### src/rtl/wb_slave_decoder.sv
// Wishbone single-master to four-slave decoder.
// The upper two address bits pick the slave. The request is latched on
// acceptance and held steady while the slave works on it. The access
// finishes with an ack pulse, a timeout error pulse, or a silent abort.
module wb_slave_decoder #(
    parameter int unsigned TIMEOUT = 255
) (
    input  logic          clk,
    input  logic          rst,
    input  logic          m_cyc_i,
    input  logic          m_stb_i,
    input  logic          m_we_i,
    input  logic [31:0]   m_adr_i,
    input  logic [31:0]   m_dat_i,
    input  logic [3:0]    m_sel_i,
    output logic [31:0]   m_dat_o,
    output logic          m_ack_o,
    output logic          m_err_o,
    output logic [3:0]    s_cyc_o,
    output logic [3:0]    s_stb_o,
    output logic          s_we_o,
    output logic [31:0]   s_adr_o,
    output logic [31:0]   s_dat_o,
    output logic [3:0]    s_sel_o,
    input  logic [127:0]  s_dat_i,
    input  logic [3:0]    s_ack_i
);

    localparam logic [7:0] TO = 8'(TIMEOUT);

    typedef enum logic [1:0] {IDLE, BUSY, DONE} state_t;

    state_t      state, state_nx;
    logic [1:0]  idx;
    logic [7:0]  cnt;
    logic        sel_ack;
    logic [31:0] sel_dat;
    logic        to_hit;

    // Only the addressed slave's ack and data lane matter; others are ignored.
    assign sel_ack = s_ack_i[idx];
    assign sel_dat = s_dat_i[{idx, 5'd0} +: 32];
    assign to_hit  = (cnt + 8'd1) == TO;

    // State register.
    always_ff @(posedge clk) begin
        if (rst) state <= IDLE;
        else     state <= state_nx;
    end

    // Next state and slave-side strobes. The master dropping cyc beats
    // everything, and an ack beats a timeout in the same cycle.
    always_comb begin
        state_nx = state;
        s_cyc_o  = 4'b0000;
        s_stb_o  = 4'b0000;
        case (state)
            IDLE: if (m_cyc_i && m_stb_i) state_nx = BUSY;
            BUSY: begin
                s_cyc_o = 4'b0001 << idx;
                s_stb_o = 4'b0001 << idx;
                if (!m_cyc_i)                state_nx = IDLE;
                else if (sel_ack || to_hit)  state_nx = DONE;
            end
            DONE:    state_nx = IDLE;
            default: state_nx = IDLE;
        endcase
    end

    // Latch the request fields on acceptance; they stay put through BUSY.
    always_ff @(posedge clk) begin
        if (rst) begin
            idx     <= 2'd0;
            s_we_o  <= 1'b0;
            s_adr_o <= 32'd0;
            s_dat_o <= 32'd0;
            s_sel_o <= 4'd0;
        end else if (state == IDLE && m_cyc_i && m_stb_i) begin
            idx     <= m_adr_i[31:30];
            s_we_o  <= m_we_i;
            s_adr_o <= m_adr_i;
            s_dat_o <= m_dat_i;
            s_sel_o <= m_sel_i;
        end
    end

    // Timeout counter: cleared on acceptance, counts BUSY cycles with no ack.
    always_ff @(posedge clk) begin
        if (rst)                                    cnt <= 8'd0;
        else if (state == IDLE)                     cnt <= 8'd0;
        else if (state == BUSY && !sel_ack)         cnt <= cnt + 8'd1;
    end

    // Completion pulses land in DONE. Read data is captured on every ack,
    // including writes, and is left alone on error or abort.
    always_ff @(posedge clk) begin
        if (rst) begin
            m_ack_o <= 1'b0;
            m_err_o <= 1'b0;
            m_dat_o <= 32'd0;
        end else begin
            m_ack_o <= (state == BUSY) && m_cyc_i && sel_ack;
            m_err_o <= (state == BUSY) && m_cyc_i && !sel_ack && to_hit;
            if (state == BUSY && m_cyc_i && sel_ack) m_dat_o <= sel_dat;
        end
    end

endmodule

### config.mk
export PLATFORM = sky130hd
export DESIGN_NAME = wb_slave_decoder
export DESIGN_NICKNAME = d
export VERILOG_FILES = /design/src/rtl/wb_slave_decoder.sv
export SDC_FILE = /design/constraint.sdc
export NUM_CORES = 1
export LEC_CHECK = 0
export CAP_MARGIN = 10
export CORE_AREA = 2 2 124 126
export CTS_BUF_LIST = sky130_fd_sc_hd__clkbuf_8 sky130_fd_sc_hd__clkbuf_16
export CTS_CLUSTER_DIAMETER = 100
export DETAILED_ROUTE_END_ITERATION = 16
export DIE_AREA = 0 0 126 128
export HOLD_SLACK_MARGIN = 0.12
export PLACE_DENSITY = 0.81
export SLEW_MARGIN = 20
export SYNTH_ARGS = -nofsm -noshare
export SYNTH_HDL_FRONTEND = slang
export SYNTH_SLANG_ARGS = --single-unit
### constraint.sdc
create_clock -name clk -period 2.35 [get_ports clk]
set_input_delay 0.3525 -clock clk [delete_from_list [all_inputs] [get_ports clk]]
set_output_delay 0.3525 -clock clk [all_outputs]
set_load 0.005 [all_outputs]
==> run_results.csv, run 1 <==
group,metric,value,unit
grt,grt_use_met3,7.93,%
placement,dpl.hpwl,12600,um
pwr,p_per_area,571,mW/mm2
yosys,yosysTopAreaCell,"dfxtp_1",
worst_setup_path,crit_path_end_kind,"output port",
yosys,synth_flop_cell,"dfxtp_1",
grt,gr-usage-met2,34.6,%
drt,drtPass1Iterations,4,
worst_setup_path,r2r_cells,4,
timing,clock_skew,0.00857,ns
grt,grt_max_degree,71,
yosys,synthesis.nets,774,
yosys,synth_area_leaders,"dfxtp_1 44%, mux4_2 14%, a21oi_1 10%",
floorplan,fp.dieW,126,um
clock_tree,tritoncts,"built",
placement,gp_congestion,0.823,
clock_tree,cts_hold_buf,0,
worst_setup_path,r2r_slack,0.53,ns
floorplan,row_count,45,
worst_hold_path,hold_depth,2,
drt,drt_iter0_drc,279,
placement,pre_cts_ws,0.128,ns
grt,antenna_found_initial,4,
timing,rsz0062_at_grt,"no",
drt,drt_wl_total,17100,um
final_layout,fin_util,61.1,%
yosys,async_reset_ff_share,0,%
worst_setup_path,reg2reg_from,"s_adr_o[30]",
timing,relSlewSlack,69.4,%
timing,max_freq,447,MHz
yosys,synth_cell_types,36,
timing,fin_setup_tns,0,ns
timing,hold_viol,0,
placement,port_buffers,315,
pwr,vdd_ir_drop_max,450,uV
drt,route.detailed.drc,0,
clock_tree,htreeDepth,4,
grt,grt.busiest_layer,"met2",
worst_setup_path,critical_path_class,"reg2out",
status,status,"finished, final reports clean",
timing,final_max_slew_viol_count,0,
floorplan,core-area,0.0149,mm2
timing,period_minus_slack,2.24,ns
worst_setup_path,cp-start-kind,"flip-flop",
grt,track_usage,20.8,%
clock_tree,cts_buffer_depth,2,
clock_tree,post_cts_buffers,0,
yosys,ys_ff_latch,113,
worst_setup_path,r2r_end,"cnt[0]",
clock_tree,numCtsBuffers,17,
yosys,yosysSeqAreaShare,43.6,%
timing,setup_viol,0,
timing,fin_ws,0.115,ns
clock_tree,clock-sinks,113,
yosys,netlist_area,0.00519,mm2
floorplan,num_io_pins,316,
worst_hold_path,hp-class,"in2reg",
clock_tree,path_clk_slew,0.05,ns
worst_setup_path,arrival,1.88,ns
worst_hold_path,hp-start,"rst",
yosys,syn_avg_cell_area,9.16,um2
final_layout,syn2layout_area_growth,74.9,%
pwr,total_power,5.18,mW
final_layout,fill_cells,1244,
drt,routed-via-count,5275,
worst_setup_path,critPathMaxFanout,7,
timing,tightest_slew,0.458,ns
worst_setup_path,required,2.00,ns
clock_tree,cts_resized,0,
drt,detail-route-antenna-nets,0,
yosys,synth-edff-count,0,
grt,met1_usage,23.9,%
yosys,netlist.area_leader.share,43.6,%
grt,grt_pass1_vias,5105,
yosys,yosys_warnings,0,
worst_hold_path,holdPathEnd,"m_dat_o[24]",
yosys,netlist_instances,567,
drt,via_per_inst,4.98,
drt,wl_per_cell,16.1,um
floorplan,start_util,34.9,%
floorplan,die_y,128,um
floorplan,die_area,0.0161,mm2
pwr,leakagePower,3.15,nW
final_layout,drive_gt1_share,9.91,%
grt,overflow,0,
yosys,yosysMostFrequentCell,"nand2_1",
clock_tree,clk-insertion-delay-late,0.41,ns
clock_tree,cts-root-buf,"clkbuf_16",
timing,hold_slack,0.382,ns
timing,fin_crit_sh,95.1,%
grt,grt_pass1_wl,26500,um
run,drv_cap,0,
yosys,ys_top_cells_by_count,"141 x nand2_1, 113 x dfxtp_1, 106 x a21oi_1, 37 x clkbuf_1, 36 x nand3_1",
final_layout,num-nets-final,1064,
## worst max path at each step
| stage | slack, ns | startpoint | to | cells past startpoint |
|---|---|---|---|---|
| 2_1_floorplan | 0.63 | s_adr_o[30] | s_stb_o[1] | 4 |
| 3_3_place_gp | 0.14 | s_ack_i[2] | cnt[0] | 5 |
| 3_5_place_dp | 0.13 | s_ack_i[2] | cnt[0] | 5 |
| 4_1_cts | 0.02 | state[0] | s_stb_o[1] | 3 |
| 5_1_grt | 0.02 | state[0] | s_stb_o[0] | 3 |
| 6_report | 0.11 | state[0] | s_stb_o[0] | 3 |
## where the power goes
group | switching [mW] | leakage, nW | internal (mW)
Clock | 0.837 | 0.281 | 1.45
Sequential | 0.0371 | 0.919 | 1.99
Combinational | 0.305 | 1.95 | 0.565
Total | 1.18 | 3.15 | 4.00
## through the flow
| stage | cell area (um2) | std cells |
|---|---|---|
| 4_1_cts | 9060 | 1056 |
| 3_5_place_dp | 8520 | 1026 |
| 3_3_place_gp | 8520 | 1026 |
| 6_report | 9080 | 1060 |
| 2_1_floorplan | 5190 | 567 |
| 5_1_grt | 9080 | 1060 |
## sequential cells by signal, indices dropped and copies added, names as in the netlist
signal / count
m_ack_o: 1
m_dat_o: 32
s_adr_o: 32
cnt: 8
m_err_o: 1
s_dat_o: 32
s_we_o: 1
state: 2
s_sel_o: 4
## cells in the final DEF, fill, tap and decap left out, types with 2 or more instances in the layout
cell	netlist	routed
nor3b_2	0	2
mux4_2	33	33
nand2b_1	5	4
a21oi_1	106	106
inv_1	3	6
clkbuf_8	0	5
buf_4	6	8
dfxtp_1	113	111
a21bo_1	32	32
nand2_1	141	141
o31ai_1	3	3
clkinv_2	0	4
clkbuf_16	0	17
nand3_1	36	36
or3_1	2	2
buf_12	0	5
ha_1	2	2
nand4_1	2	2
nor4_2	3	3
mux2i_1	3	3
diode_2	0	4
and4b_1	3	3
o21ai_1	2	2
dfxtp_2	0	2
or4_1	3	3
nor2_1	2	2
clkdlybuf4s50_1	0	314
## logic make-up after synthesis
| group | count (synthesis) | share of synthesized area (%) |
|---|---|---|
| compound gates | 150 | 18.1 |
| fa+ha+maj | 2 | 0.482 |
| simple gates | 206 | 18.0 |
| buf+inv | 60 | 4.94 |
| flops | 113 | 43.6 |
| mux | 36 | 14.9 |
## area by class of cell
class	count	area, um2	share of cell area (%)
clock inverter	8	40.0	0.441
tap	188	235	2.59
clock buffer	22	494	5.44
antenna	4	10.0	0.110
inverter	4	15.0	0.165
timing repair buffer	327	3300	36.4
sequential	113	2260	24.9
multi-input combinational	394	2720	29.9
## routing by layer
metal / wire [um] / vias to the layer above / share of wire, %
met2: 8630 / 241 / 51
met3: 1420 / 22 / 8.3
li1: - / 2581 / -
met4: 350 / 0 / 2.1
met1: 6670 / 2431 / 39
met5: 0 / - / 0
## worst max-delay path, cell delays in order, from the launching register on
cell and delay, ns:
dfxtp_1 0.49, nand2b_2 0.17, nor3_1 0.25, clkdlybuf4s50_1 0.57
No activity file was read; power rests on OpenSTA's default activity.
==> run 2, diff against run 1 <==
--- a/config.mk
+++ b/config.mk
@@ -6,13 +6,15 @@
 export NUM_CORES = 1
 export LEC_CHECK = 0
 export CAP_MARGIN = 10
-export CORE_AREA = 2 2 124 126
+export CELL_PAD_IN_SITES_DETAIL_PLACEMENT = 1
+export CELL_PAD_IN_SITES_GLOBAL_PLACEMENT = 2
+export CORE_UTILIZATION = 20
 export CTS_BUF_LIST = sky130_fd_sc_hd__clkbuf_8 sky130_fd_sc_hd__clkbuf_16
 export CTS_CLUSTER_DIAMETER = 100
 export DETAILED_ROUTE_END_ITERATION = 16
-export DIE_AREA = 0 0 126 128
 export HOLD_SLACK_MARGIN = 0.12
-export PLACE_DENSITY = 0.81
+export PLACE_DENSITY = 0.84
+export SETUP_SLACK_MARGIN = 0.2
 export SLEW_MARGIN = 20
 export SYNTH_ARGS = -nofsm -noshare
 export SYNTH_HDL_FRONTEND = slang
==> run 2 against run 1 <==
  * Combinational power increased by 3.9%
  * Critical path depth increased by 1
  * Core utilization decreased by 24 points
  * Sequential share of layout area decreased by 0.79 points
  * First-iteration DRC count decreased by 20%
  * Critical endpoint is now s_stb_o[1]
  * Fmax increased by 8.3%
  * Flip-flop and latch count unchanged
  * Wire length increased by 20%
==> run_results.csv, run 2 (same netlist as run 1, synthesis figures left out) <==
group,metric,value,unit
grt,antenna_found_initial,0,
timing,final_max_slew_viol_count,0,
worst_setup_path,crit_chain,"nand2b_4 > nor3b_2 > buf_4 > clkdlybuf4s50_1",
worst_setup_path,required,2.00,ns
placement,gp_congestion,0.786,
floorplan,start_util,20.5,%
clock_tree,htreeDepth,4,
clock_tree,clock-sinks,113,
worst_setup_path,arrival,1.71,ns
final_layout,drive_gt1_share,11.6,%
final_layout,num-nets-final,1077,
clock_tree,cts-root-buf,"clkbuf_16",
final_layout,syn2layout_area_growth,81.2,%
worst_setup_path,reg2reg_from,"s_adr_o[30]",
final_layout,top_regs,"m_dat_o x32, s_adr_o x32, s_dat_o x32",
final_layout,fin_util,37.1,%
worst_setup_path,cp.depth,4,
floorplan,num_io_pins,316,
final_layout,final_common_cell,"clkdlybuf4s50_1",
drt,route.detailed.drc,0,
drt,detail-route-antenna-nets,0,
timing,max_freq,484,MHz
timing,fin_setup_tns,0,ns
worst_setup_path,crit_path_end_kind,"output port",
timing,relSlewSlack,59.4,%
drt,wl_per_cell,16.9,um
timing,setup_viol,0,
clock_tree,numCtsBuffers,17,
worst_setup_path,r2r_slack,0.42,ns
grt,overflow,0,
worst_hold_path,hp-class,"in2reg",
pwr,p_per_area,584,mW/mm2
worst_setup_path,critPathMaxFanout,4,
timing,rsz0062_at_grt,"no",
pwr,leakagePower,3.24,nW
final_layout,most-common-layout-cells,"314 x clkdlybuf4s50_1, 141 x nand2_1, 110 x dfxtp_1",
status,status,"finished, final reports clean",
worst_setup_path,r2r_cells,4,
worst_setup_path,cpPeakStageDelay,0.49,ns
floorplan,die_y,163,um
worst_setup_path,cp-start-kind,"flip-flop",
drt,drtPass1Iterations,4,
worst_setup_path,endpoint,"s_stb_o[1]",
timing,period_minus_slack,2.06,ns
worst_setup_path,critical_path_class,"reg2out",
placement,dpl.hpwl,15200,um
worst_setup_path,critical_path_buf_inv_count,2,
drt,drt_wl_total,20500,um
clock_tree,clk-insertion-delay-late,0.41,ns
grt,track_usage,15.6,%
pwr,vdd_ir_drop_max,301,uV
clock_tree,tritoncts,"built",
timing,tightest_slew,0.609,ns
grt,grt_pass1_wl,31500,um
drt,routed-via-count,5367,
worst_setup_path,startpoint,"state[1]",
worst_setup_path,slowest_stage,"clkdlybuf4s50_1",
floorplan,fp.dieW,163,um
timing,hold_viol,0,
timing,clock_skew,0.00825,ns
placement,port_buffers,315,
run,drv_cap,0,
worst_setup_path,r2r_end,"cnt[5]",
final_layout,n_antenna_cell,0,
drt,via_per_inst,4.43,
worst_setup_path,cp_top_family,"buffers and inverters",
clock_tree,cts_hold_buf,0,
drt,drt_iter0_drc,223,
clock_tree,path_clk_slew,0.06,ns
grt,grt_pass1_vias,5570,
floorplan,core-area,0.0253,mm2
floorplan,die_area,0.0266,mm2
grt,grt_max_degree,70,
clock_tree,cts_buffer_depth,2,
timing,fin_crit_sh,87.9,%
floorplan,row_count,58,
==> run 2: changes by cell type in the layout (fill, tap and decap cells not counted), moves of 2 or more <==
| cell | previous run | this run |
|---|---|---|
| diode_2 | 4 | 0 |
| dfxtp_4 | 0 | 2 |
| bufinv_16 | 0 | 2 |
| buf_4 | 8 | 21 |
==> run 2: cell type report <==
| cell class | instances | area (um2) |
|---|---|---|
| Clock buffer | 22 | 494 |
| Clock inverter | 9 | 90.1 |
| Fill cell | 2865 | 15900 |
| Inverter | 4 | 15.0 |
| Multi-Input combinational cell | 394 | 2730 |
| Sequential cell | 113 | 2270 |
| Tap cell | 330 | 413 |
| Timing Repair Buffer | 340 | 3390 |
==> run 2: worst register-to-register path, delay by kind of cell, from the launching register on <==
family	cells	cell delay [ns]
buffers and inverters	1	0.23
DFF	1	0.45
muxes	2	0.90
and+or+nand+nor	1	0.27
==> run 2: worst min path at each step <==
stage | end | depth (start not counted) | start
detailed placement | s_we_o | 2 | s_we_o
global route | s_adr_o[24] | 2 | rst
global placement | s_sel_o[3] | 2 | s_sel_o[3]
finish | m_dat_o[4] | 2 | rst
floorplan | cnt[7] | 2 | cnt[7]
CTS | m_dat_o[4] | 2 | rst
==> run 2: metal layers <==
| layer | track usage, % | share of wire (%) |
|---|---|---|
| met3 | 4.93 | 5.8 |
| met1 | 18.8 | 43 |
| met2 | 25.9 | 49 |
| met5 | 0 | 0 |
| met4 | 5.69 | 2.3 |
==> run 2: stage by stage <==
step | instance area [um2] | cells | worst slack, ns | hold WS, ns | power, mW
after floorplan | 5190 | 567 | 0.630 | 0.438 | 2.37
after global placement | 8760 | 1178 | 0.208 | 0.441 | 2.96
after detailed placement | 8760 | 1178 | 0.146 | 0.446 | 2.97
after CTS | 9400 | 1212 | 0.209 | 0.350 | 5.59
after global routing | 9400 | 1212 | 0.210 | 0.364 | 5.75
final | 9400 | 1212 | 0.285 | 0.371 | 5.49
==> run 2: where the power goes <==
group	switching [mW]	leakage, nW	total (mW)	internal [mW]
registers	0.0384	0.920	2.02	1.98
clock network	0.889	0.307	2.56	1.67
logic	0.329	2.02	0.904	0.575
==> run 2: timing repair <==
item | 4_1_cts | 5_1_grt
setup buffers | 3 | 0
gates resized for setup | 7 | 3
setup endpoints to repair | 8 | 2
==> run 3, diff against run 2 <==
--- a/config.mk
+++ b/config.mk
@@ -6,14 +6,13 @@
 export NUM_CORES = 1
 export LEC_CHECK = 0
 export CAP_MARGIN = 10
-export CELL_PAD_IN_SITES_DETAIL_PLACEMENT = 1
-export CELL_PAD_IN_SITES_GLOBAL_PLACEMENT = 2
-export CORE_UTILIZATION = 20
+export CORE_AREA = 2 2 124 126
 export CTS_BUF_LIST = sky130_fd_sc_hd__clkbuf_8 sky130_fd_sc_hd__clkbuf_16
 export CTS_CLUSTER_DIAMETER = 100
 export DETAILED_ROUTE_END_ITERATION = 16
+export DIE_AREA = 0 0 126 128
 export HOLD_SLACK_MARGIN = 0.12
-export PLACE_DENSITY = 0.84
+export PLACE_DENSITY = 0.81
 export SETUP_SLACK_MARGIN = 0.2
 export SLEW_MARGIN = 20
 export SYNTH_ARGS = -nofsm -noshare
==> run 3 against run 2 <==
  * Non-clock buffer count decreased by 5
  * Count of clock-buffer cells in the layout stayed put
  * Clock skew increased by 0.0010 ns
  * Worst hold slack better by 0.011 ns
  * Register-to-register slack better by 0.09 ns
  * Die area down 39%
  * Clock power fell by 11%
  * Combinational power down 2%
  * Power is 5.2% lower
  * Largest cell class unchanged
==> run_results.csv, run 3 (same netlist as run 1, synthesis figures left out) <==
group,metric,value,unit
status,status,"finished, final reports clean",
drt,drt_iter0_drc,269,
grt,grt_max_degree,71,
clock_tree,tritoncts,"built",
final_layout,final_cells,1068,
worst_setup_path,critical_path_class,"reg2out",
clock_tree,cts-root-buf,"clkbuf_16",
grt,grt_pass1_vias,5147,
grt,antenna_found_initial,4,
pwr,leakagePower,3.22,nW
worst_setup_path,required,2.00,ns
timing,rsz0062_at_grt,"no",
timing,clock_skew,0.00928,ns
timing,final_max_slew_viol_count,0,
worst_setup_path,r2r_end,"cnt[0]",
placement,port_buffers,315,
final_layout,final_common_cell,"clkdlybuf4s50_1",
drt,routed-via-count,5356,
worst_setup_path,reg2reg_from,"s_adr_o[30]",
clock_tree,clock-sinks,113,
placement,dpl.hpwl,12600,um
worst_setup_path,arrival,1.70,ns
floorplan,start_util,34.9,%
final_layout,fill_cells,1234,
worst_setup_path,startpoint,"s_adr_o[30]",
floorplan,core-area,0.0149,mm2
final_layout,syn2layout_area_growth,76.8,%
final_layout,seqCellArea,0.00227,mm2
worst_setup_path,critPathMaxFanout,13,
worst_setup_path,endpoint,"s_cyc_o[3]",
clock_tree,numCtsBuffers,17,
placement,gp_congestion,0.823,
timing,fin_ws,0.293,ns
final_layout,most-common-layout-cells,"313 x clkdlybuf4s50_1, 141 x nand2_1, 109 x dfxtp_1",
clock_tree,path_clk_slew,0.05,ns
worst_setup_path,cpPeakStageDelay,0.51,ns
timing,max_freq,486,MHz
timing,fin_crit_sh,87.5,%
clock_tree,cts_hold_buf,0,
run,drv_cap,0,
drt,detail-route-antenna-nets,0,
floorplan,row_count,45,
drt,drt_wl_total,17300,um
clock_tree,clk-insertion-delay-late,0.41,ns
grt,track_usage,21.0,%
final_layout,drive_gt1_share,11.1,%
drt,route.detailed.drc,0,
final_layout,multiInputGateArea,0.00273,mm2
timing,fin_setup_tns,0,ns
final_layout,top_regs,"m_dat_o x32, s_adr_o x32, s_dat_o x32",
worst_setup_path,crit_path_end_kind,"output port",
worst_setup_path,cp-start-kind,"flip-flop",
floorplan,num_io_pins,316,
timing,hold_viol,0,
floorplan,fp.dieW,126,um
worst_hold_path,hp-class,"in2reg",
drt,wl_per_cell,16.2,um
worst_setup_path,slowest_stage,"clkdlybuf4s50_1",
worst_setup_path,crit_chain,"buf_12 > and4b_1 > clkdlybuf4s50_1",
pwr,total_power,5.20,mW
timing,period_minus_slack,2.06,ns
drt,via_per_inst,5.01,
pwr,vdd_ir_drop_max,452,uV
final_layout,num-nets-final,1072,
pwr,p_per_area,567,mW/mm2
timing,relSlewSlack,69.8,%
placement,pre_cts_ws,0.128,ns
worst_setup_path,r2r_slack,0.51,ns
timing,setup_viol,0,
floorplan,die_y,128,um
timing,tightest_slew,0.452,ns
floorplan,die_area,0.0161,mm2
grt,grt_pass1_wl,26800,um
clock_tree,htreeDepth,4,
drt,drtPass1Iterations,4,
worst_setup_path,r2r_cells,4,
placement,placed_cells,1026,
grt,overflow,0,
clock_tree,cts_buffer_depth,2,
-- run 3: changes by cell type in the layout (fill, tap and decap cells not counted), moves of 2 or more --
cell	change
dfxtp_4	-2
buf_4	-6
diode_2	+4
bufinv_16	-2
dfxtp_2	+3
-- run 3: per-layer routing --
metal  vias up  share of wire (%)  global-route usage (%)
met5         -                  0                       0
met4         0                2.0                    9.24
met3        23                8.2                    7.72
met2       235                 51                    35.3
met1      2502                 39                    24.1
li1       2596                  -                       -
-- run 3: timing repair --
| item | in CTS | in global routing |
|---|---|---|
| endpoints found under the hold margin | 0 | 0 |
| endpoints found under the setup margin | 8 | 7 |
| resized for setup | 6 | 2 |
| gates cloned | 1 | 0 |
| setup buffers | 0 | 7 |
-- run 3: how the worst min path moves through the flow --
stage                      startpoint          end  slack [ns]  cells past startpoint
after floorplan                cnt[7]       cnt[7]        0.44                      2
after global placement    s_dat_o[22]  s_dat_o[22]        0.44                      2
after detailed placement   s_dat_o[0]   s_dat_o[0]        0.45                      2
after CTS                         rst  m_dat_o[30]        0.37                      2
after global routing              rst  m_dat_o[24]        0.38                      2
final                             rst  m_dat_o[30]        0.38                      2
-- run 3: per-stage QoR --
| stage | area, um2 | hold WS, ns | utilization, % |
|---|---|---|---|
| finish | 9180 | 0.382 | 61.8 |
| global route | 9180 | 0.381 | 61.8 |
| CTS | 9110 | 0.365 | 61.3 |
| detailed placement | 8520 | 0.446 | 57.3 |
| global placement | 8520 | 0.441 | 57.3 |
| floorplan | 5190 | 0.438 | - |
-- run 3: layout make-up --
class / count / area share, %
antenna: 4 / 0.109
inverter: 4 / 0.164
sequential: 113 / 24.7
tap: 188 / 2.56
multi-input combinational: 394 / 29.7
clock inverter: 8 / 0.436
timing repair buffer: 335 / 36.9
clock buffer: 22 / 5.38
-- run 3: where the power goes --
| part | internal [mW] | total, mW | switching (mW) | leakage [nW] |
|---|---|---|---|---|
| logic | 0.578 | 0.887 | 0.309 | 2.02 |
| registers | 1.99 | 2.02 | 0.0377 | 0.920 |
| clock network | 1.45 | 2.29 | 0.838 | 0.281 |
| total | 4.02 | 5.20 | 1.18 | 3.22 |
-- run 3: worst max-delay path: cells and delay by family (launching register included) --
kind | cells | cell delay (ns)
buffers and inverters | 2 | 0.67
flip-flops | 1 | 0.38
AND/OR/NAND/NOR | 1 | 0.24
